### src/rtl/synt_cal_seq.sv
// Power-up and calibration sequencer for the RX frequency synthesizer.
// Settles the VCO, runs an MSB-first SAR search on the VCO cap bank, enables
// the PLL and qualifies lock before raising ready. All outputs are registered.
module synt_cal_seq #(
    parameter int CAP_W        = 6,
    parameter int SETTLE_CYC   = 16,
    parameter int CMP_WAIT     = 4,
    parameter int LOCK_CNT     = 32,
    parameter int UNLOCK_CNT   = 4,
    parameter int LOCK_TIMEOUT = 1024
) (
    input  logic             clk,
    input  logic             rst,
    input  logic             pu_synt,
    input  logic             cal_synt,
    input  logic             vco_fast,
    input  logic             lock_det,
    output logic             vco_en,
    output logic             pll_en,
    output logic [CAP_W-1:0] cap_code,
    output logic             cal_busy,
    output logic             rdy_synt,
    output logic             cal_err
);

    // One cycle counter serves both the settle window and the per-bit SAR wait.
    localparam int CYC_MAX = (SETTLE_CYC > CMP_WAIT) ? SETTLE_CYC : CMP_WAIT;
    localparam int CYC_W   = $clog2(CYC_MAX + 1);
    localparam int LCK_W   = $clog2(LOCK_CNT + 1);
    localparam int ULK_W   = $clog2(UNLOCK_CNT + 1);
    localparam int TMO_W   = $clog2(LOCK_TIMEOUT + 1);

    localparam logic [CYC_W-1:0] SETTLE_LAST = CYC_W'(SETTLE_CYC - 1);
    localparam logic [CYC_W-1:0] CMP_LAST    = CYC_W'(CMP_WAIT - 1);
    localparam logic [LCK_W-1:0] LOCK_FULL   = LCK_W'(LOCK_CNT);
    localparam logic [ULK_W-1:0] UNLOCK_LAST = ULK_W'(UNLOCK_CNT - 1);
    localparam logic [TMO_W-1:0] TMO_LAST    = TMO_W'(LOCK_TIMEOUT - 1);
    localparam logic [CAP_W-1:0] MSB_BIT     = {1'b1, {(CAP_W-1){1'b0}}};

    typedef enum logic [2:0] {
        IDLE,
        SETTLE,
        SAR,
        LOCKWAIT,
        READY,
        FAIL
    } state_t;

    state_t             state, state_d;
    logic [CYC_W-1:0]   cyc_cnt, cyc_d;
    logic [CAP_W-1:0]   mask, mask_d;       // one-hot bit currently under trial
    logic [CAP_W-1:0]   trial, trial_d;
    logic [CAP_W-1:0]   code_q, code_q_d;   // last completed calibration
    logic [LCK_W-1:0]   lock_cnt, lock_d;
    logic [ULK_W-1:0]   unlock_cnt, unlock_d;
    logic [TMO_W-1:0]   tmo_cnt, tmo_d;
    logic               vco_en_d, pll_en_d, cal_busy_d, rdy_d, err_d;
    logic [CAP_W-1:0]   cap_code_d;

    // Next-state, counter and output decode for the sequencer.
    always_comb begin
        // NOTE: every value written here gets a default first, so no latch is inferred.
        state_d  = state;
        cyc_d    = cyc_cnt;
        mask_d   = mask;
        trial_d  = trial;
        code_q_d = code_q;
        lock_d   = lock_cnt;
        unlock_d = unlock_cnt;
        tmo_d    = tmo_cnt;

        case (state)
            IDLE: begin
                if (pu_synt) begin
                    state_d = SETTLE;
                    cyc_d   = '0;
                end
            end
            SETTLE: begin
                if (cyc_cnt == SETTLE_LAST) begin
                    cyc_d = '0;
                    // The calibrate request only matters on this one cycle.
                    if (cal_synt) begin
                        state_d = SAR;
                        mask_d  = MSB_BIT;
                        trial_d = MSB_BIT;
                    end else begin
                        state_d = LOCKWAIT;
                        lock_d  = '0;
                        tmo_d   = '0;
                    end
                end else begin
                    cyc_d = cyc_cnt + 1'b1;
                end
            end
            SAR: begin
                if (cyc_cnt == CMP_LAST) begin
                    cyc_d = '0;
                    // VCO too slow at this code: drop the cap bit under trial.
                    if (!vco_fast) begin
                        trial_d = trial & ~mask;
                    end
                    if (mask[0]) begin
                        code_q_d = trial_d;
                        state_d  = LOCKWAIT;
                        lock_d   = '0;
                        tmo_d    = '0;
                    end else begin
                        mask_d  = mask >> 1;
                        trial_d = trial_d | (mask >> 1);
                    end
                end else begin
                    cyc_d = cyc_cnt + 1'b1;
                end
            end
            LOCKWAIT: begin
                // Lock is tested first so it wins a tie with the timeout.
                if (lock_cnt == LOCK_FULL) begin
                    state_d  = READY;
                    unlock_d = '0;
                end else if (tmo_cnt == TMO_LAST) begin
                    state_d = FAIL;
                end else begin
                    tmo_d  = tmo_cnt + 1'b1;
                    lock_d = lock_det ? lock_cnt + 1'b1 : '0;
                end
            end
            READY: begin
                if (!lock_det) begin
                    if (unlock_cnt == UNLOCK_LAST) begin
                        state_d  = LOCKWAIT;
                        lock_d   = '0;
                        tmo_d    = '0;
                        unlock_d = '0;
                    end else begin
                        unlock_d = unlock_cnt + 1'b1;
                    end
                end else begin
                    unlock_d = '0;
                end
            end
            FAIL: begin
                state_d = FAIL;
            end
            default: begin
                state_d = IDLE;
            end
        endcase

        // Power-down overrides every other transition; an aborted SAR keeps the old code.
        if (!pu_synt) begin
            state_d  = IDLE;
            cyc_d    = '0;
            mask_d   = '0;
            trial_d  = code_q;
            code_q_d = code_q;
            lock_d   = '0;
            unlock_d = '0;
            tmo_d    = '0;
        end

        // Outputs are decoded from the next state and registered with it.
        vco_en_d   = (state_d != IDLE);
        pll_en_d   = (state_d == LOCKWAIT) || (state_d == READY);
        cal_busy_d = (state_d == SAR);
        rdy_d      = (state_d == READY);
        err_d      = (state_d == FAIL);
        cap_code_d = (state_d == SAR) ? trial_d : code_q_d;
    end

    // State, counters and registered outputs with synchronous reset.
    always_ff @(posedge clk) begin
        // NOTE: non-blocking assignments so every register updates from pre-edge values.
        if (rst) begin
            state      <= IDLE;
            cyc_cnt    <= '0;
            mask       <= '0;
            trial      <= '0;
            code_q     <= '0;
            lock_cnt   <= '0;
            unlock_cnt <= '0;
            tmo_cnt    <= '0;
            vco_en     <= 1'b0;
            pll_en     <= 1'b0;
            cap_code   <= '0;
            cal_busy   <= 1'b0;
            rdy_synt   <= 1'b0;
            cal_err    <= 1'b0;
        end else begin
            state      <= state_d;
            cyc_cnt    <= cyc_d;
            mask       <= mask_d;
            trial      <= trial_d;
            code_q     <= code_q_d;
            lock_cnt   <= lock_d;
            unlock_cnt <= unlock_d;
            tmo_cnt    <= tmo_d;
            vco_en     <= vco_en_d;
            pll_en     <= pll_en_d;
            cap_code   <= cap_code_d;
            cal_busy   <= cal_busy_d;
            rdy_synt   <= rdy_d;
            cal_err    <= err_d;
        end
    end

endmodule

### config.mk
export PLATFORM = sky130hd
export DESIGN_NAME = synt_cal_seq
export DESIGN_NICKNAME = d
export VERILOG_FILES = /design/src/rtl/synt_cal_seq.sv
export SDC_FILE = /design/constraint.sdc
export NUM_CORES = 1
export LEC_CHECK = 0
export ABC_AREA = 1
export BUFFER_PORTS_ARGS = -buffer_cell sky130_fd_sc_hd__buf_2
export CAP_MARGIN = 30
export CORE_MARGIN = 2
export CORE_UTILIZATION = 25
export DETAILED_ROUTE_END_ITERATION = 7
export GPL_TIMING_DRIVEN = 0
export SLEW_MARGIN = 40
export SYNTH_ARGS = -nofsm -noshare
export SYNTH_HDL_FRONTEND = slang
export SYNTH_SLANG_ARGS = --single-unit
### constraint.sdc
create_clock -name clk -period 2.2 [get_ports clk]
set_input_delay 0.33 -clock clk [delete_from_list [all_inputs] [get_ports clk]]
set_output_delay 0.33 -clock clk [all_outputs]
set_load 0.05 [all_outputs]
# Yosys cells after proc, flatten, opt, wreduce, memory -nomap -nowiden
# Index checks and enable logic that the tools add are counted.
# totals
register_bits	57
inputBits	6
out_inout_bits	11
wordCells	115
# classes
n_addsub	4
eq_ne	25
n_mux	55
bitwise	4
n_reduce_logical	12
# ops
operator	n
$mux W6	26
$mux W11	8
$pmux W11 S4	1
$mux W3	11
$pmux W6 S2	2
$pmux W6 S4	1
$ne A2 B2 Y1 const B	11
$pmux W3 S6	1
$eq A3 B2 Y1 const B	5
$pmux W5 S3	1
$eq A3 B3 Y1 const B	4
$add A11 B1 Y11 const B	1
$eq A11 B10 Y1 const B	1
$mux W5	2
$reduce_and A9 Y1	1
$add A6 B1 Y6 const B	1
$and A6 B6 Y6	1
$eq A6 B6 Y1 const B	1
$not A6 Y6	1
$or A6 B5 Y6	1
$pmux W3 S2	1
$reduce_bool A3 Y1	2
$add A5 B1 Y5 const B	1
$eq A5 B2 Y1 const B	1
other kinds (13)	14

# Logic depth before layout (Yosys ltp)
# depth
word_depth	11
depth_mapped	13
ltp_nobuf	13

# Worst setup path after synthesis
# Ideal clock, no wire load.
# synth_path
path_type	register -> register
startpoint	register cyc_cnt[0]
endpoint	register tmo_cnt[10]
setup_ns	0.068
arrival_ns	1.699
required_ns	2.132
slack_ns	0.434
stages_incl_launch_ff	13
path_buffers	1
synth_period_minus_slack_ns	1.766
path_cell_list	dfxtp_1 -> ha_1 -> nand2_1 -> nor2_1 -> ha_1 -> or2_0 -> nand2_2 -> inv_2 -> nand2_2 -> nor2_4 -> buf_6 -> nand2_1 -> a21oi_2
# synth_between
elab_chain_cells	3
elab_cells_between_ends	5
classes_between	4 x eq/ne; 1 x reduce/logical
# synth_lines
item	line_no	text
from (decl)	50	logic [CYC_W-1:0] cyc_cnt, cyc_d;
from (signal assigned)	191	cyc_cnt <= cyc_d;
$eq A5 B2 Y1 or $eq A5 B4 Y1 (tied branches)	97, 80	
$ne A2 B2 Y1 (no source line)	--	
$reduce_and A9 Y1 (no source line) *	--	
to (signal assigned)	197	tmo_cnt <= tmo_d;
to (decl)	56	logic [TMO_W-1:0] tmo_cnt, tmo_d;
# Every way passes the cells marked *; elsewhere a longest branch is shown, timed or not.
# A chain may end at the register's enable or synchronous reset.

# Final worst setup path
# layout_path
startpoint	register cyc_cnt[1]
endpoint	register cap_code[1]
# layout_between
elab_chain_cells	6
elab_cells_between_ends	15
classes_between	3 x eq/ne; 12 x mux
# layout_lines
item	line_no	text
$eq A5 B2 Y1 or $eq A5 B4 Y1 (tied branches)	97, 80	
$mux W3 (on tied branches)	97, 80	
$pmux W3 S6	72	case (state)
$mux W3	151	if (!pu_synt) begin
$eq A3 B2 Y1	168	cap_code_d = (state_d == SAR) ? trial_d : code_q_d;
$mux W6 *	168	
to (signal assigned)	200	cap_code <= cap_code_d;
to (decl)	20	output logic [CAP_W-1:0] cap_code,
# Marked as above.

==> out/results.ini <==
[placed_design]
gp_congestion = 0.8096
dpl.hpwl_mm = 4.888
placedCellCount = 595
place_ws_ps = -75.88
numPortBuffers = 14

[finish]
fin_util_pct = 31.04
nets = 479
multi_input_area_mm2 = 0.001568
num-fill-cells = 1179
num_antenna_cells = 0
regArea_mm2 = 0.001142
drive_above_1_share_pct = 14.26
fin_cells = 613
area_growth_pct = 20.25

[detailed_routing]
drt_wl_total_mm = 6.666
drtPass1Iterations = 5
wl_met2_mm = 3.127
num_vias = 2780
drt_iter0_drc = 127
wl_met3_um = 168
top_layer = met4
avgRoutedWirePerCell_um = 10.87
vias_per_cell = 4.535
wirelength_met1_mm = 3.304
drtAntennaViolNets = 0
drc_errors = 0

[logic_synthesis]
synth_common_cells = nand2_1, dfxtp_1, inv_1, nor2_1, a21oi_1
synthesis.nets = 451
yosysTopAreaCellShare_pct = 38.55
yosys.area_share.xor_xnor_pct = 2.071
synth_compound_gate_area_share_pct = 13.99
synth_top_family_by_area = simple AND/OR/NAND/NOR gates
synthAdderAreaFrac_pct = 2.959
synth_edf_count = 0
yosysMostFrequentCell = nand2_1
synth_seq_cells = 57
synthDistinctLibCells = 38
yosys_warnings = 0
synth.area.top_cells = dfxtp_1, nand2_1, inv_1
yosys.area_share.simple_pct = 33.35
async_flop_share_pct = 0
synthFlopType = dfxtp_1
netlist_instances = 438
syn_area_mm2 = 0.002960
synth.largest_area_cell = dfxtp_1
avgSynthCellArea_um2 = 6.759
ys_seq_area_share_pct = 38.55
synth.mux.area_fraction_pct = 0

[floorplanning]
coreArea_mm2 = 0.01147
start_util_pct = 25.82
die_h_um = 112.8
dieArea_mm2 = 0.01273
rows = 39
die_w_um = 112.8
num_io_pins = 17

[worst_setup_path]
cp_data_required_time_ps = 2430
cp.depth = 11
reg2reg_from = cyc_cnt[1]
cp.arrival_ps = 2200
startpoint = cyc_cnt[1]
rr_worst_depth = 11
timing.rr.end = cap_code[1]
crit_buf_inv = 1
critPathMaxFanout = 5
crit_family = simple AND/OR/NAND/NOR gates
cp-end-kind = register
crit_top_cell = nand2_1
crit_chain = ha_2 > nand2_1 > nor2_1 > ha_2 > nand2_1 > nand2_1 > nand4_1 > nor2_2 > nand2_1 > nand2_1 > inv_1
start_kind = register
r2r_setup_slack_ps = 220
critPathSlowestCell = dfxtp_1
path_class = register to register
slowest_delay_ps = 350

[clocking]
cts_buffers = 9
htreeDepth = 3
hold_buffers = 0
clk_pin_slew_ps = 50
clkLatencyLatePin_ps = 330
cts_root_buf = clkbuf_16
cts_tree = built
clockBufferDepth = 2
cts.sinks = 57

[timing]
rsz0062_at_grt = false
setup_ws_ps = 224.1
slew_headroom_pct = 61.55
post-route-period-util_pct = 89.82
hold_viol = 0
setup_viol = 0
fin_skew_ps = 8.853
timing.hold.ws_ps = 393.8
period_minus_slack_ps = 1976
timing.fmax_ghz = 0.5061
maxSlewViolCount = 0
max_slew.worst_pin.slew_ps = 574.7

[min_path]
worstHoldEndpoint = unlock_cnt[2]
hold_start = lock_det
min-delay-path-class = input pin to register
whs_path_depth = 4

[global_route]
grt_use_total_pct = 11.22
antenna_found_initial = 0
grt_pass1_vias = 2640
gr-total-overflow = 0
grt_pass1_wl_mm = 11.70
grt_max_degree = 11

[outcome]
status = complete, no violations

[power_and_ir_drop]
powerDensity_mw_per_mm2 = 736.0
ir_worst_vdd_uv = 293.9
leakage_nw = 1.490

[flow_run]
cap_violations = 0

-- tightest hold or removal path, stage by stage --
cell     delay [ps]
buf_2           160
o31ai_1         100
nand3_1          60
inv_1            30
-- logic make-up after synthesis --
| family | count (synthesis) |
|---|---|
| and+or+nand+nor | 227 |
| AOI/OAI and AO/OA | 74 |
| buffers and inverters | 66 |
| DFF | 57 |
| xor gates and xnor gates | 7 |
| adders and majority gates | 7 |
-- how the worst max path moves through the flow --
stage                        endpoint  slack, ps
after floorplan           tmo_cnt[10]        430
after global placement        mask[5]        -30
after detailed placement  lock_cnt[3]        -80
after CTS                 cap_code[1]         30
after global routing       tmo_cnt[6]         10
final                     cap_code[1]        220
-- cells in the final DEF (no fill, tap or decap), types with 6 or more instances in the layout --
cell type	count
a21oi_1	35
buf_2	16
clkbuf_1	6
clkbuf_16	9
dfxtp_1	56
inv_1	49
inv_2	7
nand2_1	123
nand3_1	28
nor2_1	47
o21ai_0	23
-- per-layer routing --
layer  global-route usage (%)  vias to the layer above
met5                        0                        -
met4                    4.472                        0
met3                    3.428                        4
met2                    17.72                       27
met1                    14.32                     1294
li1                         -                     1455
-- cell type report --
type / instances / area share, %
plain buffers: 10 / 1.652
well taps: 143 / 5.026
multi-input cells: 315 / 44.04
inverters: 56 / 5.905
flip-flops and latches: 57 / 32.09
clock buffers: 9 / 6.327
clock inverters: 6 / 2.355
repair buffers: 17 / 2.601
-- sequential cells by signal, summed over array words and instances (netlist names), 3 cells and up --
signal and flops:
tmo_cnt 11, cap_code 6, code_q 6, lock_cnt 6
mask 6, trial 6, cyc_cnt 5, state 3
unlock_cnt 3
-- report_power, final --
part | internal [mW] | leakage, nW | switching, mW | total [mW]
registers | 1.04 | 0.461 | 0.00663 | 1.05
logic | 0.0380 | 0.874 | 0.0845 | 0.122
clock network | 0.978 | 0.155 | 0.471 | 1.45
total | 2.06 | 1.49 | 0.562 | 2.62
-- stage by stage --
step | power [mW] | cell area [µm²] | setup TNS, ps
floorplan | 1.153 | 2960 | 0
global placement | 1.185 | 3209 | -240.5
detailed placement | 1.186 | 3209 | -592.1
CTS | 2.642 | 3518 | 0
global route | 2.715 | 3560 | 0
finish | 2.620 | 3560 | 0
-- what timing repair did --
item                                    4_1_cts  5_1_grt
setup buffers                                 0        3
gates resized for setup                       0        7
endpoints found under the setup margin        0       21
(Power assumes the default switching activity.)
